==> src/rtl/egg_timer_sequencer_if.sv <==
// egg_timer_sequencer_if: key/switch inputs and display outputs of the timer.
// SW, BTN_SET/START/CLEAR in; DIGITS, STATE, TICK, FLASH out.
interface egg_timer_sequencer_if;
  logic [7:0]  SW;
  logic        BTN_SET;
  logic        BTN_START;
  logic        BTN_CLEAR;
  logic [15:0] DIGITS;
  logic [2:0]  STATE;
  logic        TICK;
  logic        FLASH;

  modport master (
    output SW,
    output BTN_SET,
    output BTN_START,
    output BTN_CLEAR,
    input  DIGITS,
    input  STATE,
    input  TICK,
    input  FLASH
  );

  modport slave (
    input  SW,
    input  BTN_SET,
    input  BTN_START,
    input  BTN_CLEAR,
    output DIGITS,
    output STATE,
    output TICK,
    output FLASH
  );
endinterface

==> src/rtl/egg_timer_sequencer.sv <==
// egg_timer_sequencer: MM:SS entry, BCD countdown and alarm flash control.
// Ports: CLOCK_50, RESET_N (async low), io (slave: SW/BTN_* in;
// DIGITS/STATE/TICK/FLASH out, all registered).
// Option: EGG_TIMER_PAUSE_EN adds START pause/resume while running.
module egg_timer_sequencer #(
  parameter int TICKS_PER_SEC = 50000000,
  parameter int FLASH_TICKS   = 12500000
) (
  input logic CLOCK_50,
  input logic RESET_N,
  egg_timer_sequencer_if.slave io
);

  localparam int PW = $clog2(TICKS_PER_SEC);
  localparam int FW =
    (FLASH_TICKS > 1) ? $clog2(FLASH_TICKS) : 1;
  localparam logic [PW-1:0] P_LAST =
    PW'(TICKS_PER_SEC - 1);
  localparam logic [FW-1:0] F_LAST =
    FW'(FLASH_TICKS - 1);

  typedef enum logic [2:0] {
    SET_SEC   = 3'b000,
    SET_MIN   = 3'b001,
    RUN       = 3'b010,
    READY     = 3'b011,
    CLEAR     = 3'b100,
    FLASH_ON  = 3'b101,
    FLASH_OFF = 3'b110,
    PAUSED    = 3'b111
  } state_t;

  state_t        state, state_n;
  logic [15:0]   digits, digits_n;
  logic [15:0]   dec;
  logic [PW-1:0] presc, presc_n;
  logic [FW-1:0] fcnt, fcnt_n;
  logic          tick, tick_n;
  logic          flash, flash_n;
  logic          pause_req;

  // Tens digit capped at 5, units at 9.
  function automatic logic [7:0] clamp(
    input logic [7:0] sw
  );
    logic [3:0] hi;
    logic [3:0] lo;
    hi = (sw[7:4] > 4'd5) ? 4'd5 : sw[7:4];
    lo = (sw[3:0] > 4'd9) ? 4'd9 : sw[3:0];
    return {hi, lo};
  endfunction

  // One-second BCD decrement with borrow
  // chain; saturates at 00:00.
  function automatic logic [15:0] bcd_dec(
    input logic [15:0] d
  );
    logic [15:0] r;
    r = d;
    if (d == 16'h0000) begin
      r = d;
    end else if (d[3:0] != 4'd0) begin
      r[3:0] = d[3:0] - 4'd1;
    end else begin
      r[3:0] = 4'd9;
      if (d[7:4] != 4'd0) begin
        r[7:4] = d[7:4] - 4'd1;
      end else begin
        r[7:4] = 4'd5;
        if (d[11:8] != 4'd0) begin
          r[11:8] = d[11:8] - 4'd1;
        end else begin
          r[11:8]  = 4'd9;
          r[15:12] = d[15:12] - 4'd1;
        end
      end
    end
    return r;
  endfunction

`ifdef EGG_TIMER_PAUSE_EN
  assign pause_req = io.BTN_START;
`else
  assign pause_req = 1'b0;
`endif

  always_ff @(posedge CLOCK_50 or negedge RESET_N) begin
    if (!RESET_N) begin
      state  <= CLEAR;
      digits <= '0;
      presc  <= '0;
      fcnt   <= '0;
      tick   <= 1'b0;
      flash  <= 1'b0;
    end else begin
      state  <= state_n;
      digits <= digits_n;
      presc  <= presc_n;
      fcnt   <= fcnt_n;
      tick   <= tick_n;
      flash  <= flash_n;
    end
  end

  always_comb begin
    state_n  = state;
    digits_n = digits;
    presc_n  = presc;
    fcnt_n   = fcnt;
    tick_n   = 1'b0;
    dec      = bcd_dec(digits);
    if (state == CLEAR) digits_n = '0;
    if (io.BTN_CLEAR) begin
      state_n = CLEAR;
    end else begin
      unique case (state)
        CLEAR: state_n = SET_SEC;
        SET_SEC: begin
          digits_n[7:0] = clamp(io.SW);
          if (io.BTN_SET) state_n = SET_MIN;
        end
        SET_MIN: begin
          digits_n[15:8] = clamp(io.SW);
          if (io.BTN_SET) state_n = READY;
        end
        READY: begin
          if (io.BTN_SET) begin
            state_n = SET_SEC;
          end else if (io.BTN_START &&
                       digits != 16'h0000) begin
            state_n = RUN;
            presc_n = '0;
          end
        end
        RUN: begin
          if (pause_req) begin
            state_n = PAUSED;
          end else if (presc == P_LAST) begin
            presc_n  = '0;
            tick_n   = 1'b1;
            digits_n = dec;
            // Last second expired: alarm
            // starts on the same edge.
            if (dec == 16'h0000) begin
              state_n = FLASH_ON;
              fcnt_n  = '0;
            end
          end else begin
            presc_n = presc + 1'b1;
          end
        end
        FLASH_ON, FLASH_OFF: begin
          if (io.BTN_SET || io.BTN_START) begin
            state_n = CLEAR;
          end else if (fcnt == F_LAST) begin
            fcnt_n  = '0;
            state_n = (state == FLASH_ON) ?
                      FLASH_OFF : FLASH_ON;
          end else begin
            fcnt_n = fcnt + 1'b1;
          end
        end
`ifdef EGG_TIMER_PAUSE_EN
        PAUSED: begin
          if (io.BTN_START) state_n = RUN;
        end
`endif
        default: state_n = CLEAR;
      endcase
    end
    flash_n = (state_n == FLASH_ON);
  end

  assign io.DIGITS = digits;
  assign io.STATE  = state;
  assign io.TICK   = tick;
  assign io.FLASH  = flash;

endmodule

==> src/flat_wrapper.sv <==
// flat-port wrapper written by rule: the top's interface ports become plain ports
module egg_timer_sequencer_flat 
#(
  parameter int TICKS_PER_SEC = 50000000,
  parameter int FLASH_TICKS   = 12500000
)
  (CLOCK_50, RESET_N, io_SW, io_BTN_SET, io_BTN_START, io_BTN_CLEAR, io_DIGITS, io_STATE, io_TICK, io_FLASH);
  egg_timer_sequencer_if io_i ();
  input logic CLOCK_50;
  input logic RESET_N;
  input wire logic [$bits(io_i.SW)-1:0] io_SW;
  input wire logic [$bits(io_i.BTN_SET)-1:0] io_BTN_SET;
  input wire logic [$bits(io_i.BTN_START)-1:0] io_BTN_START;
  input wire logic [$bits(io_i.BTN_CLEAR)-1:0] io_BTN_CLEAR;
  output wire logic [$bits(io_i.DIGITS)-1:0] io_DIGITS;
  output wire logic [$bits(io_i.STATE)-1:0] io_STATE;
  output wire logic [$bits(io_i.TICK)-1:0] io_TICK;
  output wire logic [$bits(io_i.FLASH)-1:0] io_FLASH;
  assign io_i.SW = io_SW;
  assign io_i.BTN_SET = io_BTN_SET;
  assign io_i.BTN_START = io_BTN_START;
  assign io_i.BTN_CLEAR = io_BTN_CLEAR;
  assign io_DIGITS = io_i.DIGITS;
  assign io_STATE = io_i.STATE;
  assign io_TICK = io_i.TICK;
  assign io_FLASH = io_i.FLASH;
  egg_timer_sequencer #(.TICKS_PER_SEC(TICKS_PER_SEC), .FLASH_TICKS(FLASH_TICKS)) u_core (.CLOCK_50(CLOCK_50), .RESET_N(RESET_N), .io(io_i));
endmodule
==> config.mk <==
export PLATFORM = sky130hd
export DESIGN_NAME = egg_timer_sequencer_flat
export DESIGN_NICKNAME = d
export VERILOG_FILES = /design/src/rtl/egg_timer_sequencer_if.sv /design/src/rtl/egg_timer_sequencer.sv /design/src/flat_wrapper.sv
export SDC_FILE = /design/constraint.sdc
export NUM_CORES = 1
export LEC_CHECK = 0
export CORE_MARGIN = 8
export CORE_UTILIZATION = 35
export CTS_CLUSTER_DIAMETER = 100
export DETAILED_ROUTE_END_ITERATION = 8
export SKIP_CTS_REPAIR_TIMING = 1
export SLEW_MARGIN = 10
export SYNTH_ARGS = -nofsm -noshare
export SYNTH_HDL_FRONTEND = slang
export SYNTH_SLANG_ARGS = --single-unit
==> constraint.sdc <==
create_clock -name CLOCK_50 -period 4.48 [get_ports CLOCK_50]
set_clock_uncertainty 0.05 [all_clocks]
set_input_delay 0.896 -clock CLOCK_50 [delete_from_list [all_inputs] [get_ports CLOCK_50]]
set_output_delay 0.896 -clock CLOCK_50 [all_outputs]
set_load 0.1 [all_outputs]
Yosys cells after proc, flatten, opt, wreduce, memory -nomap -nowiden
Cells that the tools add are included. W data, S select, Z words.

Register bits: 71. Input bits: 13. Output and inout bits: 21. Word-level logic and storage cells: 80.

$add $sub $neg: 6. Order comparisons: 2. Eq/ne operators: 14. Mux-type cells: 37. Bitwise logic cells: 1. Reduce and logical (&&, ||, !) cells: 14.

Operator list (number): $mux W24 (4); $mux W26 (3); $mux W16 (4); $pmux W26 S2 (1); $pmux W24 S2 (1); $logic_not A16 Y1 (2); $pmux W8 S2 (2); $mux W3 (9); $add A26 B1 Y26 const B (1); $eq A26 B26 Y1 const B (1); $add A24 B1 Y24 const B (1); $eq A24 B24 Y1 const B (1); $mux W4 (6); $pmux W3 S6 (1); $reduce_bool A16 Y1 (1); $sub A4 B1 Y4 const B (4); $eq A3 B3 Y1 const B (4); $mux W12 (1); $reduce_bool A4 Y1 (3); $mux W8 (1); $eq A3 B2 Y1 const B (2); $ne A2 B1 Y1 const B (3); $reduce_and A5 Y1 (1); $gt A4 B3 Y1 const B (1); 12 further kinds (16).

Longest topological paths before layout
Depth after elaboration: 11. Depth in mapped cells: 10. Gate-level depth less buffers: 8.

Worst setup path before layout
OpenSTA, ideal clock, no wires.

Path kind: register to register. Start point: register u_core.digits[0], in the netlist u_core.io.DIGITS[0]. End point: register u_core.fcnt[0]. Setup time: 0.125 ns. Arrival: 3.295 ns. Required time: 4.305 ns. Setup slack: 1.010 ns. Cell stages (with the launch flop): 10. Path buffers: 3. Clock period less this slack: 3.470 ns. Cells stage by stage: dfrtp_1 > clkbuf_1 > or4_1 > clkbuf_1 > o41ai_1 > o211ai_1 > or3_1 > o22a_2 > buf_6 > mux2_4.

Cells in the longest elaborated chain, start to end: 6. Elaborated cells on any way between the ends: 9. Classes of those cells: 1 x add/sub; 1 x eq/ne; 3 x mux; 4 x reduce/logical.

Ends and longest elaborated chain: start: declaration (RTL line egg_timer_sequencer.sv:34) `logic [15:0] digits, digits_n;`; start signal: assignment (RTL line egg_timer_sequencer.sv:97) `digits <= digits_n;`; $sub A4 B1 Y4 / $reduce_bool A4 Y1 (equally long branches) (RTL line egg_timer_sequencer.sv:63, egg_timer_sequencer.sv:62); $mux W4 / $mux W12 (equally long branches) (RTL line egg_timer_sequencer.sv:62) `end else if (d[3:0] != 4'd0) begin`; $mux W16 (*) (RTL line egg_timer_sequencer.sv:60) `if (d == 16'h0000) begin`; $logic_not A16 Y1 (*) (RTL line egg_timer_sequencer.sv:144) `if (dec == 16'h0000) begin`; $ne A2 B1 Y1 (no source line) (*); $reduce_and A5 Y1 (no source line) (*); end signal: assignment (RTL line egg_timer_sequencer.sv:99) `fcnt <= fcnt_n;`; end: declaration (RTL line egg_timer_sequencer.sv:37) `logic [FW-1:0] fcnt, fcnt_n;`.

Mark *: on every way between the ends. The rest lies on a longest branch, timed or not. A chain may end at the register's enable or synchronous reset.

Worst setup path in the final report
Start point: register u_core.presc[8]. End point: register u_core.fcnt[5].

Cells in the longest elaborated chain, start to end: 3.

Ends and longest elaborated chain: start: declaration (RTL line egg_timer_sequencer.sv:36) `logic [PW-1:0] presc, presc_n;`; start signal: assignment (RTL line egg_timer_sequencer.sv:98) `presc <= presc_n;`; $eq A26 B26 Y1 (RTL line egg_timer_sequencer.sv:138) `end else if (presc == P_LAST) begin`; $ne A2 B1 Y1 (no source line); $reduce_and A5 Y1 (no source line).

No other way between the ends.

==> run summary <==
Critical Path Stages = 6
DP Cell Count = 713
Clock period minus final worst setup slack = 3.36 ns
CP Capture Type = flop
Final instance area = 0.00527 sq mm
Seq/Total Area, Yosys = 0.397
Die area = 0.0167 sq mm
Post-DRT Antenna Nets = 0
CP max FO = 24
Num CTS Buffers = 9
Clk_lat worst skew = 0.34 ns
Sw Pwr = 503 uW
IO Count = 34
Die X = 129 um
Avg Vias per Cell = 5.76
IO buf count = 33
GR Util All Layers = 0.153
Post-synthesis cell area = 0.00448 sq mm
Vias = 4,200
Worst endpoint required time = 4.66 ns
Max-slew headroom = 0.327
Remaining Overflow, GRT = 0
Internal power = 1230 uW
Library cells used by synthesis = 57
Run status = finished, final reports clean
Share of cells above drive strength 1 = 0.0592
Count leader, synth = dfrtp_1
RSZ-0062 raised after global routing = no
Pleak = 0.00215 uW
Critical path's slowest cell = or4_1
Final hold viol count = 0
Fill cell total of the finished layout = 1,251
Average size of a mapped cell = 8.47 sq um
Hold wc startpoint = u_core.fcnt[1]
Nets = 569
Worst reg2reg startpoint = u_core.presc[8]
Final slew viol count = 0
CP cell instances = or4_1 -> or4_4 -> or4_1 -> or3_1 -> o22a_2 -> a221o_1
Total routed wirelength = 12,200 um
Root buf cell = clkbuf_16
DR DRC count = 0
Top cell type's share of synthesized area = 0.391
CP top delay family = simple AND/OR/NAND/NOR gates
Synth cell count leaders = 70 x dfrtp_1, 63 x nor2_1, 51 x o21ai_0
Htree depth = 3
Fmax = 298 MHz
Setup crit start kind = flop
Asr flop ratio synth = 1.00
Clock Tree Buf Depth = 2
Number of global-route vias before repair = 3,908
Combinational share of power = 0.164
Hold Path Depth = 1
Max incr delay on CP = 0.55 ns
Clock power frac = 0.433
Pin count of the biggest net entering global routing = 72
R2r worst-path depth = 6
Syn Nets = 546
Max rail drop VDD = 0.127 mV
Layout Cells excl Fill = 729
Post-synth EDFFs = 0
Final setup vio count = 0
Hold WC Path Type = reg -> reg
Crit path kind = reg -> reg
N_diodes = 0
Core area = 0.0126 sq mm
Net Sw Frac = 0.291
CP most frequent cell = or4_1
Worst Path Buf+Inv = 0
Sequential Power Share = 0.404
Synthesized flop and latch total = 71
Total power = 1730 uW
Initial DRC count = 373
First-pass DRT Iterations = 5
Cell Rows = 41
Starting Density = 0.356
Power per Cell Area = 329 mW/mm^2
Clk sinks = 71
# Max-Cap Violations = 0
Worst Max-Slew Pin Slew = 1.01 ns
Initial antenna violation count = 0
Crit path from = u_core.presc[8]
First-pass GRT wire length = 20,500 um
Final HPWL DP = 8420 um
Fin crit share = 0.750
Largest cells by area after synthesis = dfrtp_1 39%, o21ai_0 5.7%, nor2_1 5.3%, nand2_1 3.9%, o2bb2ai_1 2.9%
Yosys warns = 0
Die height = 129 um
Synth-to-Final Area Change = 17.5%
Post-Place Cell Area = 0.00495 sq mm
Syn Inst Count = 529
CTS tree = built
Gpl congestion = 0.939
Routed len/inst = 16.8 um
Area leader, netlist = dfrtp_1
Ys flop type = dfrtp_1
Reg clk slew, reported paths = 0.06 ns
Critical path arrival = 3.53 ns
Setup TNS = 0 ns
==> registers in the layout, summed over array words and instances, names as in the netlist <==
signal	flops
u_core.fcnt	24
u_core.io.DIGITS	16
u_core.io.TICK	1
u_core.presc	26
u_core.io.STATE	3
u_core.io.FLASH	1
==> cells by family after synthesis <==
group | share of synthesized area
AOI/OAI and AO/OA | 0.231
xor gates and xnor gates | 0.0117
adders and majority gates | 0.0112
buffers and inverters | 0.0313
DFF | 0.397
muxes | 0.0349
and+or+nand+nor | 0.283
==> power by group through the flow <==
stage / combinational [uW] / sequential, uW / clock [uW]
floorplan: 143 / 755 / 0
detailed placement: 282 / 710 / 0
global route: 307 / 704 / 790
global placement: 281 / 707 / 0
CTS: 283 / 698 / 769
finish: 283 / 698 / 749
==> worst reg2reg max path, delay by kind of cell (launching register included) <==
kind / cells / cell delay (ns)
flip-flops: 1 / 0.42
AND/OR/NAND/NOR: 4 / 1.97
AO/OA/AOI/OAI: 2 / 0.82
==> area by class of cell <==
type / count / area, sq um / area share
clock buffers: 13 / 270 / 0.0513
clock inverters: 3 / 40.0 / 0.00760
inverters: 9 / 33.8 / 0.00642
multi-input cells: 423 / 2560 / 0.487
flip-flops and latches: 71 / 1780 / 0.338
well taps: 172 / 215 / 0.0409
repair buffers: 38 / 365 / 0.0694
==> cell usage in the layout, fill, tap and decap left out, types with 5 or more instances in the layout <==
cell type	count
dfrtp_1	70
a221o_1	6
or4_1	10
o2bb2ai_1	15
a21oi_1	20
inv_1	9
nor3b_1	7
or2_2	5
nand3b_1	5
nor2_1	63
o21a_1	8
a21o_1	8
nor2b_1	8
nand2_1	47
o31ai_1	9
and3_1	9
nor3_1	22
and2_1	5
clkbuf_16	9
clkdlybuf4s50_1	32
and4_1	7
mux2i_1	13
nand3_1	17
a22o_1	6
nand4_1	12
buf_4	6
xnor2_1	5
or3_1	6
a31oi_1	9
o21ai_0	49
nor4_1	7
==> layer usage <==
layer	GRT usage	routed length [um]	vias to the layer above
li1	-	-	2036
met1	0.205	5690	2009
met2	0.239	5730	139
met3	0.0255	614	16
met4	0.0684	207	0
met5	0	0	-
==> worst paths after layout <==
check | slack, ns | end
setup / recovery | 1.12 | u_core.fcnt[5]
hold / removal | 0.45 | u_core.fcnt[1]
setup reg to reg | 1.12 | u_core.fcnt[5]
hold reg to reg | 0.45 | u_core.fcnt[1]
max in group asynchronous | 3.10 | u_core.presc[8]
min in group asynchronous | 0.66 | u_core.fcnt[15]
==> stage by stage <==
stage / hold WS, ns / worst slack (ns) / util
6_report: 0.446 / 1.12 / 0.419
5_1_grt: 0.458 / 0.956 / 0.419
4_1_cts: 0.449 / 1.11 / 0.419
3_5_place_dp: 0.438 / 0.891 / 0.394
3_3_place_gp: 0.426 / 1.02 / 0.394
2_1_floorplan: 0.405 / 1.01 / -
Note: power is estimated with default switching activity, not from simulation.
